**src/rtl/hls_io_sequencer.sv**
```systemverilog
// Front-end sequencer for the HLS datapath/controller pair: loads operands,
// launches the controller, captures the result with run latency and timeout flag.
module hls_io_sequencer #(
    parameter int unsigned DATA_W  = 16,
    parameter int unsigned NUM_IN  = 2,
    parameter int unsigned TIMEOUT = 255
) (
    input  logic              clk,
    input  logic              rst,
    input  logic              in_valid,
    input  logic [DATA_W-1:0] in_data,
    output logic              in_ready,
    output logic              ld_en,
    output logic [3:0]        ld_addr,
    output logic [DATA_W-1:0] ld_data,
    output logic              start,
    input  logic              op_ready,
    input  logic              done_next,
    input  logic [DATA_W-1:0] result_data,
    output logic              out_valid,
    input  logic              out_ready,
    output logic [DATA_W-1:0] out_data,
    output logic              out_err,
    output logic [15:0]       out_cycles,
    output logic              busy
);

    localparam int unsigned IDX_W = 4;
    localparam int unsigned CNT_W = 16;
    localparam int unsigned RUN_W = CNT_W + 1;

    localparam logic [IDX_W-1:0] LAST_IDX    = IDX_W'(NUM_IN - 1);
    localparam logic [RUN_W-1:0] TIMEOUT_RUN = RUN_W'(TIMEOUT);
    localparam logic [CNT_W-1:0] TIMEOUT_CNT = CNT_W'(TIMEOUT);

    typedef enum logic [1:0] {
        ST_LOAD   = 2'd0,
        ST_LAUNCH = 2'd1,
        ST_RUN    = 2'd2,
        ST_OUT    = 2'd3
    } state_e;

    state_e              state_q,      state_d;
    logic [IDX_W-1:0]    idx_q,        idx_d;
    logic [CNT_W-1:0]    run_cnt_q,    run_cnt_d;
    logic [DATA_W-1:0]   out_data_q,   out_data_d;
    logic                out_err_q,    out_err_d;
    logic [CNT_W-1:0]    out_cycles_q, out_cycles_d;
    logic                out_valid_q,  out_valid_d;
    logic [RUN_W-1:0]    run_nxt;

    // State and result registers
    always_ff @(posedge clk) begin
        if (rst) begin
            state_q      <= ST_LOAD;
            idx_q        <= '0;
            run_cnt_q    <= '0;
            out_data_q   <= '0;
            out_err_q    <= 1'b0;
            out_cycles_q <= '0;
            out_valid_q  <= 1'b0;
        end else begin
            state_q      <= state_d;
            idx_q        <= idx_d;
            run_cnt_q    <= run_cnt_d;
            out_data_q   <= out_data_d;
            out_err_q    <= out_err_d;
            out_cycles_q <= out_cycles_d;
            out_valid_q  <= out_valid_d;
        end
    end

    // Next-state and captured-result logic
    always_comb begin
        state_d      = state_q;
        idx_d        = idx_q;
        run_cnt_d    = run_cnt_q;
        out_data_d   = out_data_q;
        out_err_d    = out_err_q;
        out_cycles_d = out_cycles_q;
        out_valid_d  = out_valid_q;
        run_nxt      = RUN_W'(run_cnt_q) + RUN_W'(1);

        unique case (state_q)
            ST_LOAD: begin
                if (in_valid) begin
                    idx_d = idx_q + IDX_W'(1);
                    if (idx_q == LAST_IDX) begin
                        state_d = ST_LAUNCH;
                    end
                end
            end
            ST_LAUNCH: begin
                if (op_ready) begin
                    run_cnt_d = '0;
                    state_d   = ST_RUN;
                end
            end
            ST_RUN: begin
                run_cnt_d = run_cnt_q + CNT_W'(1);
                // Completion takes priority over a coinciding timeout
                if (done_next) begin
                    out_data_d   = result_data;
                    out_cycles_d = run_nxt[CNT_W-1:0];
                    out_err_d    = 1'b0;
                    out_valid_d  = 1'b1;
                    state_d      = ST_OUT;
                end else if (run_nxt == TIMEOUT_RUN) begin
                    out_data_d   = '0;
                    out_cycles_d = TIMEOUT_CNT;
                    out_err_d    = 1'b1;
                    out_valid_d  = 1'b1;
                    state_d      = ST_OUT;
                end
            end
            ST_OUT: begin
                if (out_ready) begin
                    idx_d       = '0;
                    out_valid_d = 1'b0;
                    state_d     = ST_LOAD;
                end
            end
            default: state_d = ST_LOAD;
        endcase
    end

    // Handshake strobes, forced low while reset is asserted
    always_comb begin
        in_ready = 1'b0;
        ld_en    = 1'b0;
        ld_addr  = '0;
        ld_data  = '0;
        start    = 1'b0;
        busy     = 1'b0;

        if (!rst) begin
            busy = !((state_q == ST_LOAD) && (idx_q == '0));
            unique case (state_q)
                ST_LOAD: begin
                    in_ready = 1'b1;
                    if (in_valid) begin
                        ld_en   = 1'b1;
                        ld_addr = idx_q;
                        ld_data = in_data;
                    end
                end
                ST_LAUNCH: start = op_ready;
                default: ;
            endcase
        end
    end

    assign out_valid  = out_valid_q;
    assign out_data   = out_data_q;
    assign out_err    = out_err_q;
    assign out_cycles = out_cycles_q;

endmodule

```
**config.mk**
```make
export PLATFORM = sky130hd
export DESIGN_NAME = hls_io_sequencer
export DESIGN_NICKNAME = d
export VERILOG_FILES = /design/src/rtl/hls_io_sequencer.sv
export SDC_FILE = /design/constraint.sdc
export NUM_CORES = 1
export LEC_CHECK = 0
export BUFFER_PORTS_ARGS = -buffer_cell sky130_fd_sc_hd__buf_2
export CAP_MARGIN = 20
export CELL_PAD_IN_SITES_DETAIL_PLACEMENT = 1
export CELL_PAD_IN_SITES_GLOBAL_PLACEMENT = 1
export CORE_MARGIN = 2
export CORE_UTILIZATION = 42
export CTS_BUF_LIST = sky130_fd_sc_hd__clkbuf_4 sky130_fd_sc_hd__clkbuf_8
export DETAILED_ROUTE_END_ITERATION = 8
export PLACE_DENSITY = 0.88
export SLEW_MARGIN = 20
export SYNTH_ARGS = -nofsm -noshare
export SYNTH_HDL_FRONTEND = slang
export SYNTH_SLANG_ARGS = --single-unit
```
**constraint.sdc**
```tcl
create_clock -name clk -period 5.1 [get_ports clk]
set_input_delay 0.765 -clock clk [delete_from_list [all_inputs] [get_ports clk]]
set_output_delay 0.765 -clock clk [all_outputs]
set_load 0.02 [all_outputs]
```
==> impl_metrics.csv, run 1 <==
group,metric,value,unit
status,run_status,"completed",
finish,most-common-layout-cells,"buf_2 (95), dfxtp_1 (56), nor2_1 (40)",
synth,postSynthRegisterBits,56,
clock_network,cts-root-buf,"clkbuf_8",
sta,slew_headroom,40.9,%
clock_network,cts_max_level,2,
grt,maximum_number_of_pins_on_one_net_before_global_route_repair,82,
power,max-vdd-ir-drop,217,uV
placement,place_congestion,0.853,
min_path,timing.hold.worst.class,"reg2reg",
die,die-height,91.8,um
grt,grt.met1_usage,30.6,%
grt,grt_most_used_layer,"met2",
sta,unrepaired_setup_endpoints_after_global_routing,"no",
drt,dr.first_iter.drc_count,160,
power,pwr_density_cell,306,nW/um2
finish,insertedDiodeCount,0,
critical_path,timing.critical_path.max_delay_family,"simple AND/OR/NAND/NOR gates",
synth,synthCells,401,
finish,relative_area_change_from_synthesis_to_final_layout,18.2,%
sta,final.setup.tns,0,ps
clock_network,numCtsBuffers,5,
grt,globalRouteMet3Util,3.20,%
drt,vias_per_cell,5.66,
die,io_pins,96,
sta,maxClockFrequency,337,MHz
synth,ys_async_sr_fraction,0,%
synth,synthesis.area_per_instance,8.08,um2
synth,synth_sequential_area_ratio,34.6,%
synth,synth_ff_type,"dfxtp_1",
sta,timing.final.crit_share,58.2,%
critical_path,critical_path_peak_fanout,34,
clock_network,clock_pin_slew_on_the_worst_setup_and_hold_paths,100,ps
critical_path,critical_path.startpoint_type,"flop",
grt,met2_usage,39.0,%
synth,synth_fp_nets,448,
critical_path,cp_slowest_stage_delay,710,ps
power,leakage_power_total,1.69,nW
clock_network,hold_buffers,0,
clock_network,cts_buffer_depth,2,
finish,final_layout_size_suffix_gt1_share,25.5,%
sta,timing.final.hold_violations,0,
clock_network,post-cts-setup-buffers,0,
sta,finalSetupViolCount,0,
synth,synth_enable_flop_cells,0,
clock_network,tritoncts_num_sinks,56,
grt,grt_pass1_wl,15800,um
drt,antenna_violating_nets_post_route,0,
grt,aggregate_global_routing_overflow,0,
synth,yosys.cell_types.count,52,
finish,nets,520,
drt,drt_first_pass_iters,4,
critical_path,critPathCaptureType,"flop",
grt,first_global_vias,3138,
synth,post-synth-top-area-cell,"dfxtp_1",
flow_run,count_of_max_cap_constraint_violations,0,
drt,drt-total-wl,9600,um
synth,synth-warning-count,0,
clock_network,cts_tree,"built",
synth,yosys-top-cells-area,"dfxtp_1 (35%), o41ai_1 (5.7%), a21oi_1 (5.3%)",
die,row_count,32,
clock_network,skew_pair_late_insertion_delay,330,ps
finish,layout.core_utilization,50.3,%
sta,post_layout_min_period,2970,ps
sta,skew,11.8,ps
die,design.die.area,8430,um2
critical_path,path_cells,"ha_1 > nand3_2 > nor3_4 > nand3_1 > a221o_1 > nor2_4 > o311ai_1",
drt,route.detailed.drc,0,
finish,final_common_cell,"buf_2",
grt,antenna_found_initial,0,
placement,dpl.hpwl,6690,um
synth,yosys.area.top_type_share,34.6,%
clock_network,ctsResizeCount,0,
die,core_region_area,7610,um2
critical_path,cpMaxStageDelayCell,"nor2_4",
drt,wl_per_cell,16.7,um
critical_path,worstPathArrival,3140,ps
synth,synthesis.area,3240,um2
die,chipWidth,91.8,um
sta,max_slew.worst_pin.slew,884,ps
critical_path,critical_path_buf_inv_count,0,
critical_path,required,5280,ps
placement,port_buffers,95,
grt,grt_use_total,22.9,%
critical_path,critical_path_class,"reg2reg",
sta,maxSlewViolCount,0,
power,total_power,0.00117,W
drt,dr_total_vias,3260,
die,floorplan.initialDensity,42.6,%
[worst paths after layout]
| path | startpoint | endpoint | slack [ps] | depth (start not counted) |
|---|---|---|---|---|
| setup reg to reg | run_cnt_q[0] | state_q[1] | 2130 | 7 |
| hold reg to reg | out_data[5] | out_data[5] | 500 | 2 |
| setup / recovery | run_cnt_q[0] | state_q[1] | 2130 | 7 |
| hold / removal | out_data[5] | out_data[5] | 500 | 2 |
[cells in the mapped netlist, drive strengths merged, types with 4 or more instances]
| cell type | instances |
|---|---|
| a211oi | 8 |
| a21oi | 34 |
| a22oi | 5 |
| and3 | 23 |
| and4 | 4 |
| buf | 8 |
| clkbuf | 26 |
| dfxtp | 56 |
| ha | 9 |
| inv | 32 |
| nand2 | 12 |
| nand2b | 4 |
| nand3 | 7 |
| nand4 | 7 |
| nor2 | 42 |
| nor2b | 4 |
| nor3 | 31 |
| o21ai | 7 |
| o31a | 9 |
| o41ai | 24 |
| xnor2 | 7 |
| xor2 | 10 |
[metal layers]
metal  wire (um)  vias to the layer above  part of all wire [%]
met5           0                        -                     0
met4          79                        0                  0.82
met3         340                        9                   3.5
met2        4850                       67                    50
met1        4340                     1591                    45
li1            -                     1593                     -
[final cells by class]
type,count,area [um2]
clock inverter,2,16.3
clock buffer,6,76.3
sequential,56,1120
fill,971,3780
timing repair buffer,99,505
inverter,32,120
tap,102,128
multi-input combinational,279,1860
[stage by stage]
step / area (um2) / setup slack (ps) / cells / hold slack, ps
after global routing: 3830 / 1850 / 576 / 525
after CTS: 3820 / 1940 / 576 / 497
after floorplan: 3240 / 2540 / 401 / 493
after detailed placement: 3730 / 2170 / 568 / 481
final: 3830 / 2130 / 576 / 497
after global placement: 3730 / 2270 / 568 / 470
[state kept, by name, summed over array words and instances, names as in the netlist]
name / count
state_q: 2
out_err: 1
out_valid: 1
run_cnt_q: 16
out_cycles: 16
out_data: 16
idx_q: 4
[worst register-to-register path, delay by kind of cell (launching register included)]
kind | cells | cell delay [ps]
AO/OA/AOI/OAI | 2 | 630
adder cells (fa/ha/maj) | 1 | 300
flip-flops | 1 | 480
AND/OR/NAND/NOR | 4 | 1410
[kinds of logic after synthesis]
family,synth area share [%]
multiplexers,0.927
AND/OR/NAND/NOR,23.9
adder cells (fa/ha/maj),3.48
flip-flops,34.6
AO/OA/AOI/OAI,24.5
buffers and inverters,8.04
XOR/XNOR,4.60
[power breakdown]
group	internal, W	leakage [nW]	switching [W]	total, W
combinational	0.000150	1.19	0.000258	0.000408
clock	0.000104	0.0448	0.000158	0.000261
sequential	0.000469	0.452	0.0000316	0.000500
Power figures use the tool's default switching activity.
==> run 2, diff against run 1 <==
- CORE_UTILIZATION: 42 -> 39
- PLACE_DENSITY: 0.88 -> 0.83
- clock period: 5.1 -> 3 ns (I/O delays scaled with it)
==> impl_metrics.csv, run 2 (synthesis results as in run 1) <==
group,metric,value,unit
status,run_status,"completed",
clock_network,cts_max_level,2,
drt,route.detailed.drc,0,
drt,vias_per_cell,5.58,
finish,most-common-layout-cells,"buf_2 (95), dfxtp_1 (56), nor2_1 (40)",
min_path,whs_endpoint,"out_data[6]",
die,die-height,95.1,um
flow_run,count_of_max_cap_constraint_violations,0,
power,combPwrFrac,33.3,%
critical_path,required,2550,ps
grt,grt_pass1_wl,15000,um
clock_network,cts-root-buf,"clkbuf_8",
die,design.die.area,9050,um2
critical_path,worstPathArrival,2370,ps
sta,final.setup.tns,0,ps
sta,unrepaired_setup_endpoints_after_global_routing,"no",
power,fraction_of_power_spent_switching_nets,36.7,%
sta,max_slew.worst_pin.slew,1060,ps
sta,final.hold.worst_slack,333,ps
power,share_clk_of_total_power,25.4,%
sta,timing.final.hold_violations,0,
drt,wl_per_cell,16.5,um
clock_network,post-cts-setup-buffers,0,
die,chipWidth,95.1,um
sta,setup_ws_final,183,ps
sta,maxSlewViolCount,0,
critical_path,critical_path_buf_inv_count,2,
drt,dr.first_iter.drc_count,117,
finish,layout.filler_cells,1018,
critical_path,reg2regPathDepth,8,
finish,layout.core_utilization,47.7,%
sta,slew_headroom,29.1,%
clock_network,numCtsBuffers,5,
sta,post_layout_min_period,2820,ps
drt,dr_total_vias,3253,
placement,place_congestion,0.926,
clock_network,cts_buffer_depth,2,
placement,port_buffers,95,
critical_path,r2r_slack,430,ps
power,netSwitchingPower,0.000754,W
clock_network,clock_pin_slew_on_the_worst_setup_and_hold_paths,110,ps
critical_path,critical_path.startpoint_type,"flop",
critical_path,cp_slowest_stage_delay,870,ps
critical_path,path_cells,"inv_1 > ha_1 > nor2b_1 > and3_1 > buf_2",
placement,dpl.hpwl,7000,um
clock_network,hold_buffers,0,
sta,timing.final.crit_share,93.9,%
clock_network,ctsResizeCount,0,
grt,grt_use_total,20.7,%
finish,insertedDiodeCount,0,
drt,drt_first_pass_iters,4,
min_path,holdCritStartpoint,"result_data[6]",
clock_network,tritoncts_num_sinks,56,
min_path,timing.hold.worst.class,"in2reg",
grt,maximum_number_of_pins_on_one_net_before_global_route_repair,53,
clock_network,skew_pair_late_insertion_delay,320,ps
critical_path,critical_path_class,"reg2out",
min_path,worst_hold_path.num_cells,3,
sta,finalSetupViolCount,0,
clock_network,cts_tree,"built",
critical_path,timing.critical_path.max_delay_family,"simple AND/OR/NAND/NOR gates",
power,internal_power,0.00130,W
finish,relative_area_change_from_synthesis_to_final_layout,19.9,%
power,leakage_power_total,1.72,nW
critical_path,cpMaxStageDelayCell,"nor2b_1",
finish,final_common_cell,"buf_2",
sta,maxClockFrequency,355,MHz
critical_path,crit-reg2reg-capture,"out_data[4]",
drt,antenna_violating_nets_post_route,0,
power,max-vdd-ir-drop,455,uV
die,core_region_area,8130,um2
sta,skew,8.59,ps
power,power.sequential.fraction,41.3,%
critical_path,startpoint_of_the_worst_slack_reg_to_reg_timing_path,"run_cnt_q[0]",
die,floorplan.initialDensity,39.8,%
critical_path,critical_path_peak_fanout,22,
finish,final_layout_size_suffix_gt1_share,25.9,%
grt,antenna_found_initial,0,
power,pwr_density_cell,530,nW/um2
grt,first_global_vias,3049,
die,io_pins,96,
critical_path,critPathCaptureType,"output pin",
drt,drt-total-wl,9610,um
grt,aggregate_global_routing_overflow,0,
placement,preCtsSetupSlack,437,ps
finish,nets,524,
die,row_count,33,
[run 2: cell count changes in the layout (fill, tap and decap cells not counted)]
cell and change:
buf_4 +4, bufinv_16 +1, clkbuf_4 -1, clkinv_4 +1, clkinvlp_4 -1, nor2b_1 +1, nor2b_2 -1
[run 2: cell type report]
type / instances / area [um2] / share of cell area (%)
multi-input combinational: 279 / 1860 / 47.8
clock inverter: 3 / 47.5 / 1.23
inverter: 32 / 120 / 3.09
clock buffer: 5 / 68.8 / 1.77
timing repair buffer: 103 / 536 / 13.8
sequential: 56 / 1120 / 28.9
tap: 105 / 131 / 3.38
[run 2: metal layers]
layer	part of all wire, %	GRT usage [%]
met5	0	0
met4	0.88	5.80
met2	49	35.6
met1	46	27.1
met3	4.0	2.92
[run 2: worst reg2reg max path, delay by kind of cell (launching register included)]
kind                       cells  cell delay [ps]
AOI/OAI and AO/OA              2              500
DFF                            1              460
and+or+nand+nor                4              960
buffers and inverters          1              250
adders and majority gates      1              280
[run 2: stage by stage]
step	total power, W	instance area [um2]	instances
2_1_floorplan	0.00134	3240	401
3_3_place_gp	0.00152	3760	575
3_5_place_dp	0.00155	3760	575
4_1_cts	0.00207	3880	583
5_1_grt	0.00218	3880	583
6_report	0.00206	3880	583
[run 2: power by group through the flow]
stage               clock, W  combinational (W)  sequential [W]
floorplan                  0           0.000449        0.000889
global placement           0           0.000654        0.000862
detailed placement         0           0.000688        0.000865
CTS                 0.000538           0.000688        0.000848
global route        0.000560           0.000762        0.000857
finish              0.000523           0.000685        0.000848
[run 2: worst max-delay path by stage]
stage                  from            to  cells after the start
5_1_grt          state_q[0]    ld_data[4]                      5
3_3_place_gp   run_cnt_q[0]   out_data[7]                      8
4_1_cts          state_q[0]    ld_data[8]                      5
6_report         state_q[0]    ld_data[4]                      5
3_5_place_dp   run_cnt_q[0]   out_data[4]                      8
2_1_floorplan  run_cnt_q[0]  out_data[10]                      8
==> run 3, diff against run 2 <==
- RECOVER_POWER: unset -> 100
==> impl_metrics.csv, run 3 (synthesis results as in run 1) <==
group,metric,value,unit
status,run_status,"completed",
die,floorplan.initialDensity,39.8,%
critical_path,critical_path_class,"reg2out",
drt,route.detailed.drc,0,
clock_network,numCtsBuffers,5,
finish,insertedDiodeCount,0,
sta,timing.final.crit_share,93.7,%
critical_path,worstPathArrival,2360,ps
placement,dpl.hpwl,7000,um
clock_network,clock_pin_slew_on_the_worst_setup_and_hold_paths,110,ps
sta,finalSetupViolCount,0,
min_path,worst_hold_path.num_cells,3,
critical_path,critical_path_peak_fanout,22,
placement,port_buffers,95,
critical_path,reg2regPathDepth,8,
clock_network,hold_buffers,0,
placement,postPlaceCellArea,3760,um2
flow_run,count_of_max_cap_constraint_violations,0,
clock_network,ctsResizeCount,0,
finish,nets,524,
critical_path,startpoint_of_the_worst_slack_reg_to_reg_timing_path,"run_cnt_q[0]",
drt,dr_total_vias,3274,
critical_path,critical_path.startpoint_type,"flop",
clock_network,cts_max_level,2,
min_path,holdCritStartpoint,"result_data[6]",
finish,final_common_cell,"dfxtp_1",
critical_path,critical_path_buf_inv_count,2,
finish,fin_area,3820,um2
power,leakage_power_total,1.54,nW
critical_path,timing.critical_path.max_delay_family,"simple AND/OR/NAND/NOR gates",
die,io_pins,96,
critical_path,required,2550,ps
sta,post_layout_min_period,2810,ps
finish,final_layout_size_suffix_gt1_share,17.8,%
grt,grt_pass1_wl,15000,um
finish,stdcell_count,583,
min_path,timing.hold.worst.class,"in2reg",
drt,drt-total-wl,9670,um
min_path,whs_endpoint,"out_data[6]",
placement,placedCellCount,575,
die,design.die.area,9050,um2
clock_network,cts_buffer_depth,2,
die,die-height,95.1,um
power,max-vdd-ir-drop,459,uV
clock_network,tritoncts_num_sinks,56,
power,pwr_density_cell,537,nW/um2
die,row_count,33,
critical_path,critPathCaptureType,"output pin",
clock_network,cts_tree,"built",
sta,slew_headroom,30.4,%
critical_path,crit-reg2reg-capture,"out_cycles[12]",
critical_path,r2r_slack,220,ps
sta,skew,9.46,ps
drt,dr.first_iter.drc_count,121,
grt,grt_use_total,20.7,%
sta,max_slew.worst_pin.slew,1040,ps
die,core_region_area,8130,um2
critical_path,cp_slowest_stage_delay,850,ps
finish,relative_area_change_from_synthesis_to_final_layout,17.9,%
die,chipWidth,95.1,um
sta,timing.final.hold_violations,0,
drt,vias_per_cell,5.62,
clock_network,skew_pair_late_insertion_delay,330,ps
grt,first_global_vias,3049,
sta,maxSlewViolCount,0,
sta,maxClockFrequency,356,MHz
placement,place_congestion,0.926,
critical_path,cpMaxStageDelayCell,"nor2b_1",
sta,unrepaired_setup_endpoints_after_global_routing,"no",
sta,final.setup.tns,0,ps
drt,antenna_violating_nets_post_route,0,
grt,maximum_number_of_pins_on_one_net_before_global_route_repair,53,
finish,most-common-layout-cells,"dfxtp_1 (56), nor2_1 (40), buf_2 (39)",
drt,drt_first_pass_iters,5,
clock_network,post-cts-setup-buffers,0,
grt,antenna_found_initial,0,
grt,aggregate_global_routing_overflow,0,
drt,wl_per_cell,16.6,um
clock_network,cts-root-buf,"clkbuf_8",
critical_path,path_cells,"inv_1 > ha_1 > nor2b_1 > and3_1 > clkbuf_2",
run 3: routing by layer:
layer	up-vias	GRT usage (%)	part of all wire, %
li1	1596	-	-
met1	1593	27.1	46
met2	76	35.6	49
met3	9	2.92	4.2
met4	0	5.80	1.0
met5	-	0	0
run 3: how the worst max path moves through the flow:
stage	start	end	slack (ps)	cells after the start
after global routing	state_q[0]	ld_data[4]	5	5
after global placement	run_cnt_q[0]	out_data[7]	560	8
after floorplan	run_cnt_q[0]	out_data[10]	820	8
final	state_q[0]	ld_data[11]	190	5
after CTS	state_q[0]	ld_data[8]	250	5
after detailed placement	run_cnt_q[0]	out_data[4]	440	8
run 3: cell type report:
cell class              instances  area, um2
multi-input cells             279       1840
well taps                     105        131
repair buffers                103        484
inverters                      32        120
clock buffers                   5       68.8
fillers                      1033       4320
clock inverters                 3       47.5
flip-flops and latches         56       1120
run 3: power by group:
part / switching, W / total (W) / internal (W)
logic: 0.000432 / 0.000672 / 0.000240
clock network: 0.000275 / 0.000527 / 0.000252
registers: 0.0000537 / 0.000850 / 0.000797
total: 0.000760 / 0.00205 / 0.00129
run 3: worst register-to-register path, delay by kind of cell (launching register included):
| kind | cells | cell delay (ps) |
|---|---|---|
| and+or+nand+nor | 4 | 1120 |
| AOI/OAI and AO/OA | 2 | 510 |
| DFF | 1 | 460 |
| buffers and inverters | 1 | 290 |
| adders and majority gates | 1 | 270 |
run 3: stage by stage:
stage | hold WS, ps | util [%] | total power (W) | setup WS [ps]
4_1_cts | 321 | 47.7 | 0.00207 | 247
3_3_place_gp | 469 | 46.3 | 0.00152 | 565
5_1_grt | 330 | 46.9 | 0.00217 | 4.74
6_report | 328 | 46.9 | 0.00205 | 188
2_1_floorplan | 493 | - | 0.00134 | 815
3_5_place_dp | 480 | 46.3 | 0.00155 | 437
